`src/rtl/calc_seq_core_if.sv`:
```
// ============================================================================
// Module   : calc_seq_core_if
// Brief    : Key, operand and result bundle for the calculator sequencer core.
// Revision : 1.0
// ============================================================================
`default_nettype none

interface calc_seq_core_if #(
    parameter int WIDTH = 4
);
    logic [1:0]         key;
    logic [WIDTH-1:0]   x;
    logic [WIDTH-1:0]   y;
    logic [1:0]         op;
    logic [1:0]         mode;
    logic [2*WIDTH-1:0] result;
    logic               ovf;
    logic               busy;

    modport master (output key, x, y, op, input  mode, result, ovf, busy);
    modport slave  (input  key, x, y, op, output mode, result, ovf, busy);
endinterface

`default_nettype wire

```
`src/rtl/calc_seq_core.sv`:
```
// ============================================================================
// Module   : calc_seq_core
// Brief    : Debounced mode keys, registered ALU and sequential restoring divider.
// Revision : 1.0
// ============================================================================
`default_nettype none

module calc_seq_core #(
    parameter int WIDTH    = 4,
    parameter int DEBOUNCE = 500000
) (
    input  wire logic       clk,
    input  wire logic       rst_n,
    calc_seq_core_if.slave  bus
);

    localparam int c_DBW = $clog2(DEBOUNCE);
    localparam int c_DCW = $clog2(WIDTH);
    localparam logic [c_DBW-1:0] c_DB_MAX   = c_DBW'(DEBOUNCE - 1);
    localparam logic [c_DCW-1:0] c_DCNT_MAX = c_DCW'(WIDTH - 1);
    localparam logic [1:0] c_MODE_ARITH = 2'd0;
    localparam logic [1:0] c_MODE_LOGIC = 2'd1;
    localparam logic [1:0] c_MODE_CMP   = 2'd2;
    localparam logic [1:0] c_MODE_HOLD  = 2'd3;

    typedef enum logic [1:0] {
        S_IDLE = 2'd0,
        S_DIV  = 2'd1,
        S_DONE = 2'd2
    } state_t;

    logic [1:0] r_sync_vld;
    logic [1:0] w_press;
    logic [1:0] r_mode;

    // Marks when the synchroniser output reflects the real pins after reset.
    always_ff @(posedge clk or negedge rst_n) begin
        if (!rst_n) r_sync_vld <= '0;
        else        r_sync_vld <= {r_sync_vld[0], 1'b1};
    end

    for (genvar k = 0; k < 2; k++) begin : g_key
        logic             r_s1;
        logic             r_s2;
        logic             r_level;
        logic             r_armed;
        logic [c_DBW-1:0] r_cnt;
        logic             w_accept;

        assign w_accept = (r_s2 != r_level) && (r_cnt == c_DB_MAX);

        // Presses are ignored until the key has been seen released, so a key
        // held through reset cannot fire.
        always_ff @(posedge clk or negedge rst_n) begin
            if (!rst_n) begin
                r_s1    <= 1'b1;
                r_s2    <= 1'b1;
                r_level <= 1'b1;
                r_armed <= 1'b0;
                r_cnt   <= '0;
            end else begin
                r_s1 <= bus.key[k];
                r_s2 <= r_s1;
                if (r_s2 == r_level) begin
                    r_cnt <= '0;
                end else if (w_accept) begin
                    r_cnt   <= '0;
                    r_level <= r_s2;
                end else begin
                    r_cnt <= r_cnt + c_DBW'(1);
                end
                if (r_sync_vld[1] && r_s2 && r_level) r_armed <= 1'b1;
            end
        end

        assign w_press[k] = w_accept && !r_s2 && r_armed;
    end

    always_ff @(posedge clk or negedge rst_n) begin
        if (!rst_n) begin
            r_mode <= c_MODE_ARITH;
        end else begin
            case (w_press)
                2'b01:   r_mode <= r_mode + 2'd1;
                2'b10:   r_mode <= r_mode - 2'd1;
                default: r_mode <= r_mode;
            endcase
        end
    end

    // ---------------- combinational ALU ----------------
    logic [WIDTH:0]     w_sum;
    logic [2*WIDTH-1:0] w_res;
    logic               w_ovf;

    assign w_sum = {1'b0, bus.x} + {1'b0, bus.y};

    always_comb begin
        w_res = '0;
        w_ovf = 1'b0;
        case (r_mode)
            c_MODE_ARITH: begin
                case (bus.op)
                    2'b00: begin
                        w_res = {{(WIDTH-1){1'b0}}, w_sum};
                        w_ovf = w_sum[WIDTH];
                    end
                    2'b01: begin
                        w_res[WIDTH-1:0] = bus.x - bus.y;
                        w_ovf            = bus.x < bus.y;
                    end
                    2'b10:   w_res = {{WIDTH{1'b0}}, bus.x} * {{WIDTH{1'b0}}, bus.y};
                    default: w_res = '0;
                endcase
            end
            c_MODE_LOGIC: begin
                case (bus.op)
                    2'b00:   w_res[WIDTH-1:0] = bus.x & bus.y;
                    2'b01:   w_res[WIDTH-1:0] = bus.x | bus.y;
                    2'b10:   w_res[WIDTH-1:0] = bus.x ^ bus.y;
                    default: w_res[WIDTH-1:0] = ~bus.x;
                endcase
            end
            c_MODE_CMP: begin
                case (bus.op)
                    2'b00:   w_res[0] = bus.x == bus.y;
                    2'b01:   w_res[0] = bus.x > bus.y;
                    2'b10:   w_res[0] = bus.x < bus.y;
                    default: w_res[WIDTH-1:0] = (bus.x > bus.y) ? bus.x : bus.y;
                endcase
            end
            default: w_res = '0;
        endcase
    end

    // ---------------- divide sequencer ----------------
    state_t           r_state;
    state_t           w_state_nxt;
    logic             w_load;
    logic [c_DCW-1:0] r_dcnt;
    logic [WIDTH-1:0] r_rem;
    logic [WIDTH-1:0] r_quo;
    logic [WIDTH-1:0] r_dvd;
    logic [WIDTH-1:0] r_dvs;
    logic             r_last_vld;
    logic [WIDTH-1:0] r_last_x;
    logic [WIDTH-1:0] r_last_y;
    logic [WIDTH:0]   w_shift;
    logic [WIDTH:0]   w_trial;
    logic             w_div_sel;
    logic             w_y_zero;
    logic             w_new_ops;
    logic             w_ops_chg;

    assign w_div_sel = (r_mode == c_MODE_ARITH) && (bus.op == 2'b11);
    assign w_y_zero  = (bus.y == '0);
    assign w_new_ops = !r_last_vld || (bus.x != r_last_x) || (bus.y != r_last_y);
    assign w_ops_chg = (bus.x != r_dvd) || (bus.y != r_dvs);
    assign w_shift   = {r_rem, r_quo[WIDTH-1]};
    assign w_trial   = w_shift - {1'b0, r_dvs};

    always_ff @(posedge clk or negedge rst_n) begin
        if (!rst_n) r_state <= S_IDLE;
        else        r_state <= w_state_nxt;
    end

    always_comb begin
        w_state_nxt = r_state;
        w_load      = 1'b0;
        case (r_state)
            S_IDLE: begin
                if (w_div_sel && !w_y_zero && w_new_ops) begin
                    w_state_nxt = S_DIV;
                    w_load      = 1'b1;
                end
            end
            S_DIV: begin
                if (!w_div_sel || w_y_zero) w_state_nxt = S_IDLE;
                else if (w_ops_chg)         w_load      = 1'b1;
                else if (r_dcnt == c_DCNT_MAX) w_state_nxt = S_DONE;
            end
            S_DONE:  w_state_nxt = S_IDLE;
            default: w_state_nxt = S_IDLE;
        endcase
    end

    // One restoring step per DIV cycle; the quotient shifts in where the
    // dividend shifts out.
    always_ff @(posedge clk or negedge rst_n) begin
        if (!rst_n) begin
            r_dcnt <= '0;
            r_rem  <= '0;
            r_quo  <= '0;
            r_dvd  <= '0;
            r_dvs  <= '0;
        end else if (w_load) begin
            r_dcnt <= '0;
            r_rem  <= '0;
            r_quo  <= bus.x;
            r_dvd  <= bus.x;
            r_dvs  <= bus.y;
        end else if (r_state == S_DIV) begin
            r_dcnt <= r_dcnt + c_DCW'(1);
            r_rem  <= w_trial[WIDTH] ? w_shift[WIDTH-1:0] : w_trial[WIDTH-1:0];
            r_quo  <= {r_quo[WIDTH-2:0], ~w_trial[WIDTH]};
        end
    end

    // ---------------- result register ----------------
    logic [2*WIDTH-1:0] r_result;
    logic               r_ovf;

    always_ff @(posedge clk or negedge rst_n) begin
        if (!rst_n) begin
            r_result   <= '0;
            r_ovf      <= 1'b0;
            r_last_vld <= 1'b0;
            r_last_x   <= '0;
            r_last_y   <= '0;
        end else begin
            if (!w_div_sel || w_y_zero) begin
                r_last_vld <= 1'b0;
            end else if (r_state == S_DONE) begin
                r_last_vld <= 1'b1;
                r_last_x   <= r_dvd;
                r_last_y   <= r_dvs;
            end
            if (r_mode != c_MODE_HOLD) begin
                if (w_div_sel) begin
                    if (w_y_zero) begin
                        r_result <= '1;
                        r_ovf    <= 1'b1;
                    end else if (r_state == S_DONE) begin
                        r_result <= {r_rem, r_quo};
                        r_ovf    <= 1'b0;
                    end
                end else begin
                    r_result <= w_res;
                    r_ovf    <= w_ovf;
                end
            end
        end
    end

    assign bus.mode   = r_mode;
    assign bus.result = r_result;
    assign bus.ovf    = r_ovf;
    assign bus.busy   = (r_state == S_DIV);

endmodule

`default_nettype wire

```
`src/flat_wrapper.sv`:
```
// flat-port wrapper written by rule: the top's interface ports become plain ports
module calc_seq_core_flat 
#(
    parameter int WIDTH    = 4,
    parameter int DEBOUNCE = 500000
)
  (clk, rst_n, bus_key, bus_x, bus_y, bus_op, bus_mode, bus_result, bus_ovf, bus_busy);
  calc_seq_core_if #(.WIDTH(WIDTH)) bus_i ();
  input  wire logic clk;
  input  wire logic rst_n;
  input wire logic [$bits(bus_i.key)-1:0] bus_key;
  input wire logic [$bits(bus_i.x)-1:0] bus_x;
  input wire logic [$bits(bus_i.y)-1:0] bus_y;
  input wire logic [$bits(bus_i.op)-1:0] bus_op;
  output wire logic [$bits(bus_i.mode)-1:0] bus_mode;
  output wire logic [$bits(bus_i.result)-1:0] bus_result;
  output wire logic [$bits(bus_i.ovf)-1:0] bus_ovf;
  output wire logic [$bits(bus_i.busy)-1:0] bus_busy;
  assign bus_i.key = bus_key;
  assign bus_i.x = bus_x;
  assign bus_i.y = bus_y;
  assign bus_i.op = bus_op;
  assign bus_mode = bus_i.mode;
  assign bus_result = bus_i.result;
  assign bus_ovf = bus_i.ovf;
  assign bus_busy = bus_i.busy;
  calc_seq_core #(.WIDTH(WIDTH), .DEBOUNCE(DEBOUNCE)) u_core (.clk(clk), .rst_n(rst_n), .bus(bus_i));
endmodule
```
`config.mk`:
```
export PLATFORM = sky130hd
export DESIGN_NAME = calc_seq_core_flat
export DESIGN_NICKNAME = d
export VERILOG_FILES = /design/src/rtl/calc_seq_core_if.sv /design/src/rtl/calc_seq_core.sv /design/src/flat_wrapper.sv
export SDC_FILE = /design/constraint.sdc
export NUM_CORES = 1
export LEC_CHECK = 0
export BUFFER_PORTS_ARGS = -buffer_cell sky130_fd_sc_hd__buf_2
export CORE_ASPECT_RATIO = 1.5
export CORE_MARGIN = 2
export CORE_UTILIZATION = 56
export CTS_CLUSTER_SIZE = 10
export DETAILED_ROUTE_END_ITERATION = 10
export PLACE_DENSITY_LB_ADDON = 0.12
export SLEW_MARGIN = 10
export SYNTH_ARGS = -nofsm -noshare
export SYNTH_HDL_FRONTEND = slang
export SYNTH_SLANG_ARGS = --single-unit
```
`constraint.sdc`:
```
create_clock -name clk -period 2.15 [get_ports clk]
set_input_delay 0.215 -clock clk [delete_from_list [all_inputs] [get_ports clk]]
set_output_delay 0.215 -clock clk [all_outputs]
set_load 0.01 [all_outputs]
```
==> Word-level counts from Yosys, hierarchy flattened <==
Cells that the tools add are included.
{ "op_classes": {"n_mul": 1, "eq_ne": 26, "reduce_logical": 35, "n_addsub": 8, "bitwise": 8, "order_cmp": 2, "muxes": 39} }
{ "ops": {"columns": ["cell", "n"], "rows": [
  ["$mux 19", 4],
  ["$add 19x1->19 const B", 2],
  ["$eq 19x19->1 const B", 2],
  ["$pmux 4 s3", 3],
  ["$mux 4", 7],
  ["$mux 8", 3],
  ["$ne 4x4->1", 4],
  ["$logic_and 1x1->1", 13],
  ["$eq 2x2->1 const B", 6],
  ["$mux 2", 6],
  ["$mux 1", 9],
  ["$eq 2x1->1 const B", 4],
  ["$mul 4x4->8", 1],
  ["$pmux 2 s2", 2],
  ["$pmux 4 s2", 1],
  ["$reduce_and 2->1", 4],
  ["$logic_not 2->1", 3],
  ["$ne 3x3->1 const B", 2],
  ["$reduce_bool 2->1", 3],
  ["$add 4x4->5", 1],
  ["$logic_not 1->1", 5],
  ["$sub 5x4->5", 1],
  ["$add 2x1->2 const B", 2],
  ["$and 4x4->4", 1],
  ["other kinds (21)", 30]
]} }
{ "totals": {"output_inout_bits": 12, "regBits": 88, "elab_cells": 142} }

==> Logic depth before layout (Yosys ltp) <==
{ "depth": {"ltp_word": 7, "mapped_depth": 12, "mapped_depth_nobuf": 11} }

==> Worst setup path before layout <==
No wires, ideal clock.
{ "synth_timing": {"path_type": "in2reg", "from": "input bus_x[0]", "to": "register u_core.r_result[7] (netlist: u_core.bus.result[7])", "path_stages": 12, "t_required_ps": 2029, "n_path_buf": 1, "slack_ps": -790, "setup_time_ps": 121, "t_arrival_ps": 2819, "path_cell_list": "clkbuf_1 > nand2_1 > fa_1 > inv_1 > fa_1 > ha_1 > a21o_1 > a21oi_1 > nand2b_1 > mux2i_1 > a21oi_1 > o22a_1"} }
{ "synth_between": {"elab_chain_len": 4} }
{ "synth_lines": {"columns": ["element", "line_no", "text"], "rows": [
  ["from (decl)", "flat_wrapper.sv:12", "input wire logic [$bits(bus_i.x)-1:0] bus_x;"],
  ["$mul 4x4->8", "calc_seq_core.sv:112", "2'b10: w_res = {{WIDTH{1'b0}}, bus.x} * {{WIDTH{1'b0}}, bus.y};"],
  ["$pmux 4 s2", "calc_seq_core.sv:103", "case (bus.op)"],
  ["$mux 4", "calc_seq_core.sv:101", "case (r_mode)"],
  ["$mux 8", "calc_seq_core.sv:229", "if (w_div_sel) begin"],
  ["to (signal assigned)", "calc_seq_core.sv:234", "r_result <= {r_rem, r_quo};"],
  ["to (signal assigned)", "calc_seq_core.sv:238", "r_result <= w_res;"],
  ["to (decl)", "calc_seq_core.sv:210", "logic [2*WIDTH-1:0] r_result;"]
]} }
No other way between the ends.
A chain may end at the register's enable or synchronous reset.

==> Worst setup path after layout <==
{ "layout_timing": {"from": "input bus_y[3]", "to": "register u_core.r_result[7] (netlist: u_core.bus.result[7])"} }
{ "layout_between": {"elab_chain_len": 4} }
{ "layout_lines": {"columns": ["element", "line_no", "text"], "rows": [
  ["from (decl)", "flat_wrapper.sv:13", "input wire logic [$bits(bus_i.y)-1:0] bus_y;"],
  ["$mul 4x4->8", "calc_seq_core.sv:112", null],
  ["$pmux 4 s2", "calc_seq_core.sv:103", null],
  ["$mux 4", "calc_seq_core.sv:101", null],
  ["$mux 8", "calc_seq_core.sv:229", null]
]} }
Parallel ways exist; a longest one is shown, timed or not.

==> impl_results.html <==
<table>
<tr><th>Metric</th><th>Value</th></tr>
<tr><th colspan="2">Routing</th></tr>
<tr><td>First drt pass iteration count</td><td>5</td></tr>
<tr><td>Routed met3 length</td><td>389 microns</td></tr>
<tr><td>Uppermost routed layer</td><td>met4</td></tr>
<tr><td>Total wirelength of the detailed-routed design</td><td>12660 microns</td></tr>
<tr><td>Number of nets with antenna violations after detailed routing</td><td>0</td></tr>
<tr><td>DRT met1 WL</td><td>4970 microns</td></tr>
<tr><td>Drt via density</td><td>5.665</td></tr>
<tr><td>Overall via count from detail_route</td><td>4175</td></tr>
<tr><td>DRC marker count from the first detailed-route iteration</td><td>210</td></tr>
<tr><td>Remaining design rule violation count</td><td>0</td></tr>
<tr><td>Met2 Wirelength</td><td>6855 microns</td></tr>
<tr><td>DR WL/cell</td><td>17.18 microns</td></tr>
<tr><th colspan="2">Critical path</th></tr>
<tr><td>CP Launch Point</td><td>bus_y[3]</td></tr>
<tr><td>Critical Path Start Type</td><td>primary input</td></tr>
<tr><td>Worst Path Buf+Inv</td><td>2</td></tr>
<tr><td>CP max stage cell</td><td>sky130_fd_sc_hd__fa_1</td></tr>
<tr><td>Flop-to-flop setup slack</td><td>0.04 ns</td></tr>
<tr><td>Longest individual stage delay on the worst path</td><td>0.55 ns</td></tr>
<tr><td>Required time of the critical path</td><td>2.37 ns</td></tr>
<tr><td>Arr. time, crit path</td><td>2.66 ns</td></tr>
<tr><td>Largest delay share family, worst path</td><td>adder cells</td></tr>
<tr><td>Crit-path max FO</td><td>2</td></tr>
<tr><td>Destination of the worst register-to-register timing path</td><td>u_core.r_rem[3]</td></tr>
<tr><td>Worst-case reg-to-reg path depth</td><td>8</td></tr>
<tr><td>Source of the worst register-to-register timing path</td><td>u_core.r_dvs[0]</td></tr>
<tr><td>Crit path top cell by count</td><td>sky130_fd_sc_hd__fa_1</td></tr>
<tr><td>Chain of cells forming the critical path</td><td>buf_8, nand2_4, fa_1, inv_2, fa_1, ha_1, a21o_1, a21oi_2, nand2b_4, mux2i_1, a21oi_1, o22a_1</td></tr>
<tr><td>Worst Setup EP</td><td>u_core.bus.result[7]</td></tr>
<tr><td>Crit path capture type</td><td>flop</td></tr>
<tr><td>Worst Setup Path Type</td><td>in2reg</td></tr>
<tr><td>Number of stages on the worst setup path</td><td>12</td></tr>
<tr><th colspan="2">Global route</th></tr>
<tr><td>Vias in the first global route</td><td>4496</td></tr>
<tr><td>Global router's overall resource usage</td><td>0.2624</td></tr>
<tr><td>Pin count of the biggest net entering global routing</td><td>44</td></tr>
<tr><td>Overall overflow remaining after global route</td><td>0</td></tr>
<tr><td>Antenna violations before repair</td><td>0</td></tr>
<tr><td>Wire length of the first global-routing pass</td><td>21130 microns</td></tr>
<tr><th colspan="2">STA</th></tr>
<tr><td>Unrepaired setup endpoints after global routing</td><td>true</td></tr>
<tr><td>Upper clock frequency limit</td><td>409.2 MHz</td></tr>
<tr><td>Number of endpoints with negative hold slack in the final report</td><td>0</td></tr>
<tr><td>Portion of the clock cycle consumed by the worst path in the final layout</td><td>1.137</td></tr>
<tr><td>Worst Hold Slack</td><td>0.3146 ns</td></tr>
<tr><td># setup viols final</td><td>5</td></tr>
<tr><td>Skew final</td><td>0.007197 ns</td></tr>
<tr><td>Final worst-path setup slack</td><td>-0.2941 ns</td></tr>
<tr><td>Max transition margin</td><td>0.5750</td></tr>
<tr><td>Transition at the pin with the smallest max-transition slack</td><td>0.6375 ns</td></tr>
<tr><td>Final Max Tran Viols</td><td>0</td></tr>
<tr><td>Final Critical Period</td><td>2.444 ns</td></tr>
<tr><th colspan="2">Layout</th></tr>
<tr><td>Area growth from synthesis to final layout</td><td>23.04%</td></tr>
<tr><td>Most common cell after layout, fill and taps aside</td><td>sky130_fd_sc_hd__dfrtp_1</td></tr>
<tr><td>Finished layout cell area</td><td>6543 sq um</td></tr>
<tr><td>Layout cell share with drive strength beyond 1</td><td>0.2784</td></tr>
<tr><td>Most used cells in the layout excluding fill and tap cells</td><td>sky130_fd_sc_hd__dfrtp_1, sky130_fd_sc_hd__nor2_1, sky130_fd_sc_hd__buf_4</td></tr>
<tr><td>Count of nets after finishing</td><td>677</td></tr>
<tr><td>Diode count</td><td>0</td></tr>
<tr><th colspan="2">Synthesis</th></tr>
<tr><td>Distinct cell type count of the synthesized netlist</td><td>56</td></tr>
<tr><td>Leading area contributor after synthesis</td><td>sky130_fd_sc_hd__dfrtp_1</td></tr>
<tr><td>Synthesized flop and latch total</td><td>88</td></tr>
<tr><td>Ys async rst share</td><td>1.000</td></tr>
<tr><td>Syn avg cell area</td><td>9.939 sq um</td></tr>
<tr><td>Total of warnings raised by yosys</td><td>0</td></tr>
<tr><td>Synthesized netlist net count</td><td>592</td></tr>
<tr><td>Dominant synthesized flop cell</td><td>sky130_fd_sc_hd__dfrtp_1</td></tr>
<tr><td>Synth Instances</td><td>535</td></tr>
<tr><td>Top post-synthesis cells by area</td><td>sky130_fd_sc_hd__dfrtp_1, sky130_fd_sc_hd__ha_1, sky130_fd_sc_hd__xnor2_1</td></tr>
<tr><td>Area fraction of the dominant cell type after synthesis</td><td>0.3859</td></tr>
<tr><td>Cell Area, Synth</td><td>5318 sq um</td></tr>
<tr><td>Number of flops mapped to enable cells by yosys</td><td>0</td></tr>
<tr><td>Fraction of the yosys area taken by sequential cells</td><td>0.4155</td></tr>
<tr><th colspan="2">Floorplan</th></tr>
<tr><td>Core Rows</td><td>43</td></tr>
<tr><td>Chip width</td><td>83.57 microns</td></tr>
<tr><td>Initial standard-cell utilization of the core</td><td>0.5746</td></tr>
<tr><td>Number of placed I/O pins</td><td>26</td></tr>
<tr><td>Area of the core</td><td>9254 sq um</td></tr>
<tr><td>Vertical extent of the die</td><td>123.3 microns</td></tr>
<tr><td>Overall die area</td><td>10310 sq um</td></tr>
<tr><th colspan="2">Placed design</th></tr>
<tr><td>Final weighted congestion of routability-driven global placement</td><td>0.9071</td></tr>
<tr><td>Worst-case setup slack after placement</td><td>-0.7081 ns</td></tr>
<tr><td>Detailed placer's ending HPWL</td><td>9446 microns</td></tr>
<tr><td>Area post-placement</td><td>6063 sq um</td></tr>
<tr><td>Number of port buffers</td><td>25</td></tr>
<tr><th colspan="2">Flow run</th></tr>
<tr><td>Total of max-cap violations</td><td>0</td></tr>
<tr><th colspan="2">Min path</th></tr>
<tr><td>Worst hold-check path type</td><td>in2reg</td></tr>
<tr><th colspan="2">Power and ir drop</th></tr>
<tr><td>Worst-case vdd ir drop</td><td>689.7 uV</td></tr>
<tr><td>Post-layout total power</td><td>0.004484 W</td></tr>
<tr><td>Power per unit of standard cell area</td><td>685.3 nW/um^2</td></tr>
<tr><td>Static power due to leakage</td><td>3.057 nW</td></tr>
<tr><th colspan="2">Clock network</th></tr>
<tr><td>Maximum number of buffers from clock root to sink</td><td>2</td></tr>
<tr><td>CTS tree</td><td>yes</td></tr>
<tr><td>Clock slew at the register clock pins of the worst setup and hold paths</td><td>0.06 ns</td></tr>
<tr><td>Clock Sink Count</td><td>88</td></tr>
<tr><td>CTS buffer count</td><td>9</td></tr>
<tr><td>Number of H-tree levels</td><td>3</td></tr>
<tr><td>Clock Tree Root</td><td>sky130_fd_sc_hd__clkbuf_16</td></tr>
<tr><td>Clock insertion delay at the later pin of the skew report</td><td>0.34 ns</td></tr>
<tr><th colspan="2">Status</th></tr>
<tr><td>Violated checks</td><td>negative setup slack</td></tr>
<tr><td>Outcome</td><td>finished with violations</td></tr>
</table>
-- repair_timing --
action,CTS,global route
resized for setup,21,21
hold buffers,3,0
pin swaps,14,20
setup buffers,2,1
hold endpoints to repair,43,0
endpoints found under the setup margin,17,32
-- cell families (layout without fill, tap and decap cells) --
logic type | count (synthesis) | count (layout) | share of synthesized area
xor gates and xnor gates | 60 | 60 | 0.09882
and+or+nand+nor | 181 | 181 | 0.1668
DFF | 88 | 88 | 0.4155
adders and majority gates | 43 | 43 | 0.1111
other | 1 | 1 | 0.0007052
muxes | 29 | 29 | 0.06259
AOI/OAI and AO/OA | 82 | 82 | 0.1045
buffers and inverters | 51 | 141 | 0.04000
-- synthesized netlist by cell type (all sizes together) (3+ instances only) --
cell,count
a21o,7
a21oi,17
a221oi,4
a22o,5
a22oi,5
a31oi,3
and3,5
and4,4
buf,6
clkbuf,14
dfrtp,82
dfstp,6
fa,7
ha,36
inv,31
mux2,18
mux2i,10
nand2,28
nand2b,7
nand3,21
nand3b,3
nand4,6
nor2,73
nor2b,9
nor3,4
nor3b,5
nor4,4
nor4b,3
o21a,3
o21ai,21
o221ai,4
or3,5
xnor2,39
xor2,21
-- per-stage QoR --
step | std cells | setup TNS (ns) | utilization
final | 737 | -1.026 | 0.7070
after global routing | 737 | -1.375 | 0.7070
after CTS | 736 | -1.162 | 0.6984
after detailed placement | 715 | -5.708 | 0.6552
after global placement | 715 | -5.355 | 0.6552
after floorplan | 535 | -1.961 | -
-- worst min-delay path, delay by kind of cell --
family,cells,cell delay [ns]
buf+inv,2,0.26
mux,1,0.15
-- worst min-delay path by stage --
stage	depth (start not counted)	from	end	slack, ns
detailed placement	1	rst_n	u_core.r_last_y[3]	0.28
CTS	3	bus_x[0]	u_core.r_dvd[0]	0.30
finish	3	bus_x[2]	u_core.r_dvd[2]	0.31
global placement	1	rst_n	u_core.bus.ovf	0.26
global route	3	bus_x[2]	u_core.r_dvd[2]	0.31
floorplan	0	rst_n	u_core.bus.mode[0]	-0.08
-- per-layer routing --
metal	track usage	vias up
met5	0	-
met4	0.1300	0
met3	0.05541	32
met2	0.4880	79
met1	0.2809	2049
li1	-	2015
-- final cells by class --
class                           instances  area, sq um
Clock buffer                           13        240.2
Sequential cell                        88         2212
Multi-Input combinational cell        396         3098
Timing Repair Buffer                   94        715.7
Tap cell                              112        140.1
Fill cell                             710         2711
Inverter                               31        116.4
Clock inverter                          3        20.02
-- flip-flops by register name, summed over array words and instances (netlist names) --
signal / flops
u_core.bus.mode: 2
u_core.bus.ovf: 1
u_core.bus.result: 8
u_core.g_key.r_armed: 2
u_core.g_key.r_cnt: 38
u_core.g_key.r_level: 2
u_core.g_key.r_s1: 2
u_core.g_key.r_s2: 2
u_core.r_dcnt: 2
u_core.r_dvd: 4
u_core.r_dvs: 4
u_core.r_last_vld: 1
u_core.r_last_x: 4
u_core.r_last_y: 4
u_core.r_quo: 4
u_core.r_rem: 4
u_core.r_state: 2
u_core.r_sync_vld: 2
-- power breakdown --
part	total, W	internal [W]	switching, W	leakage, nW
sequential	0.00189	0.00178	0.000110	1.15
combinational	0.00120	0.000619	0.000583	1.79
clock	0.00139	0.000782	0.000610	0.120
Note: power is estimated with default switching activity, not from simulation.
